===== config.mk =====
export PLATFORM = sky130hd
export DESIGN_NAME = csr_responder_bank
export DESIGN_NICKNAME = d
export VERILOG_FILES = /design/src/rtl/csr_responder_bank.sv
export SDC_FILE = /design/constraint.sdc
export NUM_CORES = 1
export LEC_CHECK = 0
export CAP_MARGIN = 20
export CORE_AREA = 2 2 322 324
export DETAILED_ROUTE_END_ITERATION = 10
export DIE_AREA = 0 0 324 326
export GPL_TIMING_DRIVEN = 0
export HOLD_SLACK_MARGIN = 0.05
export PLACE_DENSITY = 0.37
export SLEW_MARGIN = 40
export SYNTH_ARGS = -nofsm -noshare
export SYNTH_HDL_FRONTEND = slang
export SYNTH_SLANG_ARGS = --single-unit

===== constraint.sdc =====
create_clock -name clk -period 3.2 [get_ports clk]
set_input_delay 0.64 -clock clk [delete_from_list [all_inputs] [get_ports clk]]
set_output_delay 0.64 -clock clk [all_outputs]
set_load 0.01 [all_outputs]

===== src/rtl/csr_responder_bank.sv =====
// CSR target bank: one register per one-hot strobe slot, either read/write control or sticky W1C status.
// Optional: define CSR_RESPONDER_STATUS_SYNC_EN to pass status_i through a two-flop synchronizer.
module csr_responder_bank #(
    parameter int CSR_DATA_BUS_WIDTH   = 32,
    parameter int CSR_STROBE_BUS_WIDTH = 8,
    parameter logic [CSR_STROBE_BUS_WIDTH-1:0] STATUS_MASK =
        CSR_STROBE_BUS_WIDTH'(1) << (CSR_STROBE_BUS_WIDTH - 1),
    parameter logic [CSR_DATA_BUS_WIDTH-1:0]   CTRL_RESET_VALUE = '0
) (
    input  logic                                           clk,
    input  logic                                           rst_n,
    input  logic [CSR_STROBE_BUS_WIDTH-1:0]                csr_stb_i,
    input  logic [CSR_DATA_BUS_WIDTH-1:0]                  csr_wdata_i,
    output logic [CSR_STROBE_BUS_WIDTH*CSR_DATA_BUS_WIDTH-1:0] csr_rdata_o,
    output logic [CSR_STROBE_BUS_WIDTH*CSR_DATA_BUS_WIDTH-1:0] ctrl_o,
    output logic [CSR_STROBE_BUS_WIDTH-1:0]                wr_pulse_o,
    input  logic [CSR_STROBE_BUS_WIDTH*CSR_DATA_BUS_WIDTH-1:0] status_i,
    output logic [15:0]                                    err_count_o
);

    localparam int W = CSR_DATA_BUS_WIDTH;
    localparam int S = CSR_STROBE_BUS_WIDTH;

    logic         stb_any;
    logic         stb_multi;
    logic         stb_accept;
    logic [S*W-1:0] status_evt;
    logic [S-1:0] unused_evt;

    // Clearing the lowest set bit leaves something only when two or more bits were set.
    assign stb_any    = |csr_stb_i;
    assign stb_multi  = |(csr_stb_i & (csr_stb_i - S'(1)));
    assign stb_accept = stb_any & ~stb_multi;

`ifdef CSR_RESPONDER_STATUS_SYNC_EN
    logic [S*W-1:0] sync_q1;
    logic [S*W-1:0] sync_q2;

    always_ff @(posedge clk) begin
        if (!rst_n) begin
            sync_q1 <= '0;
            sync_q2 <= '0;
        end else begin
            sync_q1 <= status_i;
            sync_q2 <= sync_q1;
        end
    end

    assign status_evt = sync_q2;
`else
    assign status_evt = status_i;
`endif

    for (genvar i = 0; i < S; i++) begin : g_slot
        logic [W-1:0] slot_q;
        logic         wr_hit;

        assign wr_hit = stb_accept & csr_stb_i[i];

        if (STATUS_MASK[i]) begin : g_status
            // Set is OR-ed in after the clear so a simultaneous event wins.
            always_ff @(posedge clk) begin
                if (!rst_n) begin
                    slot_q <= '0;
                end else begin
                    slot_q <= (slot_q & ~(wr_hit ? csr_wdata_i : '0)) | status_evt[i*W +: W];
                end
            end

            assign ctrl_o[i*W +: W] = '0;
            assign unused_evt[i]    = 1'b0;
        end else begin : g_ctrl
            // NOTE: state updates use non-blocking assignment so every flop samples pre-edge values.
            always_ff @(posedge clk) begin
                if (!rst_n) begin
                    slot_q <= CTRL_RESET_VALUE;
                end else if (wr_hit) begin
                    slot_q <= csr_wdata_i;
                end
            end

            assign ctrl_o[i*W +: W] = slot_q;
            assign unused_evt[i]    = ^status_evt[i*W +: W];
        end

        assign csr_rdata_o[i*W +: W] = slot_q;
    end

    always_ff @(posedge clk) begin
        if (!rst_n) begin
            wr_pulse_o <= '0;
        end else begin
            wr_pulse_o <= stb_accept ? csr_stb_i : '0;
        end
    end

    always_ff @(posedge clk) begin
        if (!rst_n) begin
            err_count_o <= '0;
        end else if (stb_multi && (err_count_o != 16'hFFFF)) begin
            err_count_o <= err_count_o + 16'd1;
        end
    end

endmodule

Word-level counts from Yosys, hierarchy flattened
Cells that the tools add are included.

cells by class
  reduce and logical (&&, ||, !) cells = 4
  eq/ne operators = 1
  bitwise gates (word level) = 14
  add/sub/neg operators = 2
  multiplexer cells = 1

operator list
  cell                                               number
  bitwise AND 32 bit                                 1
  2-to-1 mux 32 bit                                  1
  NOT 32 bit                                         1
  OR 32 bit                                          1
  adder 16 x 1 -> 16 bit (second input constant)     1
  != test 16 bit (second input constant)             1
  OR reduction 8 bit                                 2
  bitwise AND 1 bit                                  9
  bitwise AND 8 bit                                  1
  subtractor 8 x 1 -> 8 bit (second input constant)  1
  AND reduction 2 bit                                1
  logical AND 1 bit                                  1
  NOT 1 bit                                          1

storage, ports and cells
  logic and storage cells = 32
  bits in registers = 280
  output and inout port bits = 536

Logic depth before layout (Yosys ltp)
Gate-level depths: netlist of the first run.

  word-level depth = 10
  gate-level depth with buffers = 9

Least setup slack after synthesis of the first run
OpenSTA, ideal clock, no wires.

  path type = in2reg
  from = in csr_stb_i[7]
  to = reg g_slot[2].slot_q[4]
  path slack = 1.017 ns
  data required time = 3.130 ns
  buffers on the path = 4
  stages on the path = 9
  setup time = 0.070 ns
  arrival time = 2.113 ns
  cell sequence = buf_2 > or3_1 > a211oi_2 > buf_2 > and2_1 > buf_2 > buf_4 > nand2_1 > a21oi_1

between the ends
  longest elaborated chain between the ends = 6
  elaborated cells between the ends (all ways) = 7

RTL lines
  element                    RTL line  text
  start, declared            12        input logic [CSR_STROBE_BUS_WIDTH-1:0] csr_stb_i,
  subtractor 8 x 1 -> 8 bit  32        assign stb_multi = |(csr_stb_i & (csr_stb_i - S'(1)));
  bitwise AND 8 bit          32
  OR reduction 8 bit         32
  NOT 1 bit                  33        assign stb_accept = stb_any & ~stb_multi;
  bitwise AND 1 bit *        33
  bitwise AND 1 bit *        58        assign wr_hit = stb_accept & csr_stb_i[i];
  end signal, assigned       78        slot_q <= csr_wdata_i;
  end, declared              55        logic [W-1:0] slot_q;

Mark *: on every way between the ends. The rest lies on a longest branch, timed or not.
A chain may end at the register's enable or synchronous reset.

Worst setup path after layout of the first run
  from = in csr_stb_i[3]
  to = reg g_slot[6].slot_q[30]

between the ends
  longest elaborated chain between the ends = 6
  elaborated cells between the ends (all ways) = 7

RTL lines
  element                    RTL line
  subtractor 8 x 1 -> 8 bit  32
  bitwise AND 8 bit          32
  OR reduction 8 bit         32
  NOT 1 bit                  33
  bitwise AND 1 bit *        33
  bitwise AND 1 bit *        58
  end signal, assigned       78
  end, declared              55

Marked as above.

==> impl_summary.txt, run 1 <==
----------------------------------------------------
[Run status]
  Outcome ... finished, final reports clean

[Synthesis]
  Fraction of synthesis flops using an asynchronous set or reset pin ... 0%
  Cell area after technology mapping ... 12100 um2
  Number of instances in the synthesized netlist ... 1517
  Top flip-flop cell by instance count after synthesis ... dfxtp_1
  Synth unique cells ... 41
  Warnings from Yosys ... 0
  Yosys reg bits ... 280
  Mean post-synth cell area ... 7.99 um2
  Number of enable-type register cells in the synthesized netlist ... 0
  Proportion of synthesized chip area in sequential cells ... 46.3%

[Critical path]
  Highest net fanout along the worst path ... 10
  Startpoint Class ... input port
  Worst path required time ... 3.59 ns
  Reg-to-reg setup timing slack ... 1.31 ns
  Reg2Reg Launch Point ... err_count_o[2]
  Endpoint type of the worst setup path ... flip-flop
  FF-to-FF End ... err_count_o[13]
  Worst Path Arrival ... 3.36 ns
  Critical path class ... input port to flip-flop
  Number of cell instances on the worst register-to-register path ... 5

[Finish]
  Area added between synthesis and finish ... 71.5%
  Final-stage net count ... 2430
  Final standard cell count with taps included and fillers excluded ... 3544
  Ratio of cells with drive above 1 in the final layout ... 17.0%
  Most frequent cells in the layout ... clkdlybuf4s50_1 (543), nand2_1 (463), dfxtp_1 (280)
  Most common cell after layout, fill and taps aside ... clkdlybuf4s50_1

[Hold path]
  Hold path startpoint ... g_slot[5].slot_q[18]
  Number of stages on the worst hold path ... 2
  Worst Hold End ... g_slot[5].slot_q[18]
  Hold Crit Class ... flip-flop to flip-flop

[Timing]
  Final count of hold timing violations ... 0
  Setup repair after global routing missed its margin ... false
  Setup TNS Final ... 0 ns
  Final clock skew ... 0.0131 ns
  Count of endpoints failing setup in the final report ... 0
  Transition time of the tightest slew-check pin ... 0.825 ns
  Final worst setup slack ... 0.235 ns
  Final critical-path share of the clock period ... 92.7%
  Time the final worst path needs with I/O delays and setup ... 2.97 ns
  Worst max-slew margin expressed relative to the limit ... 45.0%
  Slew Viols, Final ... 0
  Highest Clock Rate ... 337 MHz

[Run]
  Number of maximum-capacitance constraint violations ... 0

[Place]
  Instance count after placement with tap cells included ... 3472
  Global placer's final weighted congestion ... 0.699
  Quantity of I/O buffers inserted on ports ... 543
  Placed wire-length estimate ... 54300 um
  Pre-CTS WS ... -0.464 ns

[Power]
  Total power draw ... 0.00878 W
  Part of the total power dissipated in the clock network ... 52.6%
  Total net switching power ... 0.00215 W
  Switch share ... 24.5%
  Part of the total power dissipated in sequential elements ... 40.6%
  Pint ... 0.00663 W
  Worst IR drop on VDD ... 0.000295 V
  Total power per unit cell area ... 422 nW/um2
  Static power due to leakage ... 7.42 nW
  Combinational Power Share ... 6.8%

[Clocking]
  Cts repair resizes ... 0
  Insertion delay to the later sink of the worst-skew pair ... 0.55 ns
  Maximum buffer depth of the clock tree ... 3
  Clk Tree Root Cell ... clkbuf_16
  Number of buffers inserted for hold repair after clock tree synthesis ... 0
  Clock sink count ... 280
  Post-CTS setup buffers ... 0
  Max H-tree Level ... 2
  Clock tree from TritonCTS ... done
  Num CTS Buffers ... 38
  Clock-pin slew on the worst setup and hold paths ... 0.06 ns

[Routing]
  Antenna violation net count after detailed routing ... 0
  Wire length per cell ... 19.4 um
  Via count of the routed design ... 11900
  Number of DRC violations after detailed-routing iteration 0 ... 585
  Final routed DRC violation total ... 0
  Routed WL ... 68700 um
  Number of search-and-repair iterations in the first detailed-routing pass ... 4
  Vias per std cell ... 3.36

[Floorplanning]
  Die X ... 324 um
  Die Height ... 326 um
  Number of top-level design ports ... 834
  Total number of placement rows ... 118
  Overall die area ... 106000 um2
  Initial Util ... 11.8%
  CORE AREA ... 103000 um2

[Global routing]
  Pin count of the biggest net entering global routing ... 12
  GRT Total Usage ... 12.6%
  Final global-route overflow total ... 0
  Number of antenna violations at the first check in global routing ... 5
  Wire length of the first global-routing pass ... 92700 um
  Via count of the first global-routing pass ... 11800

----------------------------------------------------
## logic make-up after synthesis
| logic type | count (synthesis) | synth area share (%) |
|---|---|---|
| and+or+nand+nor | 525 | 17.7 |
| buffers and inverters | 379 | 20.3 |
| AOI/OAI and AO/OA | 327 | 15.3 |
| DFF | 280 | 46.3 |
| adders and majority gates | 2 | 0.186 |
| muxes | 2 | 0.165 |
| other | 1 | 0.0310 |
| xor gates and xnor gates | 1 | 0.0723 |
## worst max-delay path by stage
stage	start	slack (ns)	cells after the start	to
after floorplan	csr_stb_i[7]	1.02	9	g_slot[2].slot_q[4]
after global placement	csr_stb_i[3]	-1.11	7	g_slot[7].slot_q[20]
after detailed placement	csr_stb_i[3]	-0.46	8	g_slot[7].slot_q[20]
after CTS	csr_stb_i[3]	0.14	8	g_slot[7].slot_q[20]
after global routing	csr_stb_i[2]	0.007	8	g_slot[7].slot_q[1]
final	csr_stb_i[3]	0.23	7	g_slot[6].slot_q[30]
## sequential cells by signal, summed over array words and instances (netlist names)
register / cells
err_count_o: 16
g_slot.slot_q: 256
wr_pulse_o: 8
## critical path, stage by stage
cell and delay, ns:
clkdlybuf4s50_1 0.57, or4_1 0.64, nor2_1 0.23, nand3_1 0.60
clkbuf_1 0.45, nand2_1 0.15, a21oi_1 0.07
## final cells by class
cell class / count / area (um2)
antenna: 3 / 7.51
clock buffer: 56 / 1160
clock inverter: 14 / 185
multi-input combinational: 889 / 4190
buffer: 377 / 2460
tap: 1380 / 1730
fill: 11500 / 81800
timing repair buffer: 544 / 5440
sequential: 280 / 5610
inverter: 1 / 3.75
## synth_stat cells (all sizes together) (6+ instances only)
master	count	area share (%)
a21boi	32	2.0
a21oi	239	9.9
and3	6	0.31
buf	286	17
clkbuf	92	2.9
dfxtp	280	46
nand2	463	14
nand3	7	0.29
nor2	9	0.28
o21a	32	2.0
o21ai	8	0.33
o31ai	7	0.43
or3	6	0.31
or4	8	0.50
## stage by stage
stage | cell area, um2 | hold WS [ns] | util [%]
detailed placement | 19400 | 0.466 | 18.9
global route | 20800 | 0.499 | 20.2
floorplan | 12200 | 0.488 | -
global placement | 19400 | 0.458 | 18.9
CTS | 20800 | 0.475 | 20.2
finish | 20800 | 0.470 | 20.3
## per-layer routing
metal	vias to the layer above	track usage, %	wire length (um)
li1	5868	-	-
met1	5582	15.9	30400
met2	404	21.6	33000
met3	65	2.99	4180
met4	4	2.52	1110
met5	-	0	23
## power by group through the flow
stage	registers (W)	logic [W]	clock network, W
after floorplan	0.00365	0.000246	0
after global placement	0.00364	0.000616	0
after detailed placement	0.00364	0.000617	0
after CTS	0.00357	0.000619	0.00481
after global routing	0.00357	0.000648	0.00494
final	0.00356	0.000595	0.00462
Power figures use the tool's default switching activity.
==> run 2: changes to the inputs <==
- ABC_AREA: default -> 1
- CORE_AREA: 2 2 322 324 -> 2 2 325 327
- DIE_AREA: 0 0 324 326 -> 0 0 327 329
- PLACE_DENSITY: 0.37 -> 0.38
==> impl_summary.txt, run 2 <==
----------------------------------------------------
[Synthesis]
  Mean post-synth cell area ... 6.75 um2 (-16%)
  Fraction of synthesis flops using an asynchronous set or reset pin ... 0% (unchanged)
  Top flip-flop cell by instance count after synthesis ... dfxtp_1
  Number of enable-type register cells in the synthesized netlist ... 0 (unchanged)
  Warnings from Yosys ... 0 (unchanged)
  Synth unique cells ... 26 (-37%)
  Proportion of synthesized chip area in sequential cells ... 41.6% (-4.7 points)
  Number of instances in the synthesized netlist ... 1998 (+32%)
  Leading area contributor after synthesis ... dfxtp_1
  Synth top area share ... 41.6% (-4.7 points)
  Top post-synthesis cells by area ... dfxtp_1 (42%), buf_4 (14%), nor2_1 (13%)
  Yosys reg bits ... 280 (unchanged)
  Cell area after technology mapping ... 13500 um2 (+11%)
  Most common cell in the synthesized netlist ... nor2_1
  Commonest cells post-synth ... nor2_1 (472), nand2_1 (458), dfxtp_1 (280), buf_4 (256), inv_1 (240)

[Finish]
  Area added between synthesis and finish ... 64.2%
  Most common cell after layout, fill and taps aside ... clkdlybuf4s50_1
  Registers with the most flip-flops ... g_slot.slot_q x256, err_count_o x16, wr_pulse_o x8
  Final-stage net count ... 2912 (+20%)
  Most frequent cells in the layout ... clkdlybuf4s50_1 (543), nor2_1 (472), nand2_1 (458)
  Ratio of cells with drive above 1 in the final layout ... 14.7% (-2.3 points)
  Most flops, register ... g_slot.slot_q
  Layout fillers ... 11700 (+2.5%)
  Final standard cell count with taps included and fillers excluded ... 4039 (+14%)
  Flip-flop count of the largest register, all copies and words added ... 256 (unchanged)

[Critical path]
  Master of the slowest instance on the critical path ... clkdlybuf4s50_1
  Cell repeated most along the worst path ... nor2_1
  Reg2Reg Launch Point ... err_count_o[0]
  End point of the critical path ... g_slot[6].slot_q[21]
  FF-to-FF End ... err_count_o[13]
  Endpoint type of the worst setup path ... flip-flop
  Worst path required time ... 3.67 ns (+0.08 ns)
  CP startpoint ... csr_stb_i[0]
  Reg-to-reg setup timing slack ... 0.99 ns (-0.32 ns)
  Worst Path Arrival ... 3.29 ns (-0.07 ns)
  Slowest stage delay, CP ... 0.49 ns (-0.15 ns)
  Critical path class ... input port to flip-flop
  Buffering stage count on the worst path with inverters included ... 3 (+1)
  Highest net fanout along the worst path ... 10 (unchanged)
  Startpoint Class ... input port
  Crit-path cells ... clkdlybuf4s50_1 > nor2_2 > a21oi_1 > nor2_1 > nand3_1 > nor2_4 > nand2_1 > inv_1 > buf_2 > nor2_1 > nor2_1
  Number of cells on the critical path ... 11 (+4)
  Number of cell instances on the worst register-to-register path ... 9 (+4)
  Top cell family by delay on the critical path ... buffers and inverters

[Run]
  Number of maximum-capacitance constraint violations ... 0 (unchanged)

[Timing]
  Final critical-path share of the clock period ... 87.9% (-4.8 points)
  Transition time of the tightest slew-check pin ... 0.777 ns (-0.0483 ns)
  Count of endpoints failing setup in the final report ... 0 (unchanged)
  Final count of hold timing violations ... 0 (unchanged)
  Worst max-slew margin expressed relative to the limit ... 48.2% (+3.2 points)
  Setup repair after global routing missed its margin ... false
  Highest Clock Rate ... 356 MHz (+5.4%)
  Slew Viols, Final ... 0 (unchanged)
  Time the final worst path needs with I/O delays and setup ... 2.81 ns (-0.153 ns)
  Setup TNS Final ... 0 ns (unchanged)
  Final clock skew ... 0.00380 ns (-0.00931 ns)

[Clocking]
  Number of buffers inserted for hold repair after clock tree synthesis ... 0 (unchanged)
  Post-CTS setup buffers ... 0 (unchanged)
  Max H-tree Level ... 2 (unchanged)
  Clock-pin slew on the worst setup and hold paths ... 0.06 ns (about the same)
  Clk Tree Root Cell ... clkbuf_16
  Maximum buffer depth of the clock tree ... 3 (unchanged)
  Num CTS Buffers ... 39 (+2.6%)
  Clock tree from TritonCTS ... done
  Insertion delay to the later sink of the worst-skew pair ... 0.54 ns (about the same)
  Cts repair resizes ... 0 (unchanged)
  Clock sink count ... 280 (unchanged)

[Routing]
  Antenna violation net count after detailed routing ... 0 (unchanged)
  Routed WL ... 69600 um (+1.2%)
  Number of search-and-repair iterations in the first detailed-routing pass ... 5 (+1)
  Highest routing layer actually used ... met5
  Vias per std cell ... 3.28 (-2.5%)
  Final routed DRC violation total ... 0 (unchanged)
  Wire length on met3 ... 4080 um (-2.5%)
  Number of DRC violations after detailed-routing iteration 0 ... 625 (+6.8%)
  Wire length per cell ... 17.2 um (-11%)
  Sum of met2 wire segment lengths after detailed routing ... 34000 um (+3.0%)
  Met1 Routed Length ... 30500 um (+0.37%)
  Via count of the routed design ... 13200 (+11%)

[Floorplanning]
  CORE AREA ... 104000 um2 (+1.7%)
  Die X ... 327 um (+0.93%)
  Overall die area ... 108000 um2 (+1.9%)
  Initial Util ... 12.9% (+1.1 points)
  Total number of placement rows ... 119 (+0.85%)
  Number of top-level design ports ... 834 (unchanged)
  Die Height ... 329 um (+0.92%)

[Hold path]
  Hold Crit Class ... flip-flop to flip-flop

[Place]
  Global placer's final weighted congestion ... 0.738 (+5.5%)
  Placed wire-length estimate ... 55300 um (+1.8%)
  Quantity of I/O buffers inserted on ports ... 543 (unchanged)
  Instance count after placement with tap cells included ... 3963 (+14%)

[Global routing]
  Pin count of the biggest net entering global routing ... 12 (unchanged)
  GRT Total Usage ... 12.5% (-0.064 points)
  Wire length of the first global-routing pass ... 96300 um (+3.9%)
  Via count of the first global-routing pass ... 13000 (+11%)
  Number of antenna violations at the first check in global routing ... 11 (+6)
  Final global-route overflow total ... 0 (unchanged)

[Run status]
  Outcome ... finished, final reports clean

[Power]
  Static power due to leakage ... 10.2 nW (+37%)
  Total power per unit cell area ... 403 nW/um2 (-4.7%)
  Worst IR drop on VDD ... 0.000267 V (-9.7%)

----------------------------------------------------
run 2: routing by layer:
layer,track usage [%],up-vias
met3,3.17,60
met4,2.10,10
met5,0,-
met2,22.1,388
li1,-,6824
met1,15.4,5967
run 2: worst min-delay path by stage:
stage,startpoint,endpoint,slack (ns),cells past startpoint
after floorplan,g_slot[7].slot_q[0],g_slot[7].slot_q[0],0.48,2
after global placement,g_slot[7].slot_q[23],g_slot[7].slot_q[23],0.45,2
after detailed placement,g_slot[7].slot_q[13],g_slot[7].slot_q[13],0.46,2
after CTS,g_slot[7].slot_q[13],g_slot[7].slot_q[13],0.46,2
after global routing,g_slot[7].slot_q[0],g_slot[7].slot_q[0],0.48,2
final,g_slot[7].slot_q[10],g_slot[7].slot_q[10],0.46,2
run 2: where the power goes:
group	internal [W]	switching, W
sequential	0.00355	0.0000575
clock	0.00284	0.00173
combinational	0.000321	0.000420
run 2: layout make-up:
cell class,count,area [um2],share of cell area (%)
diodes,5,12.5,0.0565
plain buffers,377,2540,11.5
clock buffers,64,1220,5.52
clock inverters,7,114,0.514
inverters,242,908,4.10
multi-input cells,1130,4570,20.6
flip-flops and latches,280,5610,25.3
well taps,1391,1740,7.86
repair buffers,543,5440,24.5
run 2: stage by stage:
| step | worst slack, ns | utilization [%] | area, um2 | hold WS (ns) | total power, W |
|---|---|---|---|---|---|
| floorplan | 1.25 | - | 13600 | 0.483 | 0.00400 |
| global placement | -0.253 | 19.9 | 20800 | 0.450 | 0.00445 |
| detailed placement | -0.275 | 19.9 | 20800 | 0.457 | 0.00445 |
| CTS | 0.328 | 21.2 | 22100 | 0.465 | 0.00913 |
| global route | 0.0458 | 21.2 | 22100 | 0.477 | 0.00931 |
| finish | 0.388 | 21.2 | 22100 | 0.462 | 0.00892 |
run 2: kinds of logic after synthesis:
kind of cell / after synthesis / share of synthesized area [%]
flops: 280 / 41.6
xor+xnor: 11 / 0.715
fa+ha+maj: 1 / 0.0928
simple gates: 1003 / 29.0
compound gates: 83 / 3.16
other cells: 1 / 0.0278
buf+inv: 619 / 25.4
run 2: worst reg2reg max path, cell delays in order (launching register included):
cell,delay [ns]
dfxtp_1,0.47
ha_1,0.26
nand2_1,0.12
nor3_4,0.26
nand2_1,0.16
nor2_2,0.15
nand3_2,0.14
clkbuf_1,0.29
nand3_1,0.16
a21oi_1,0.07
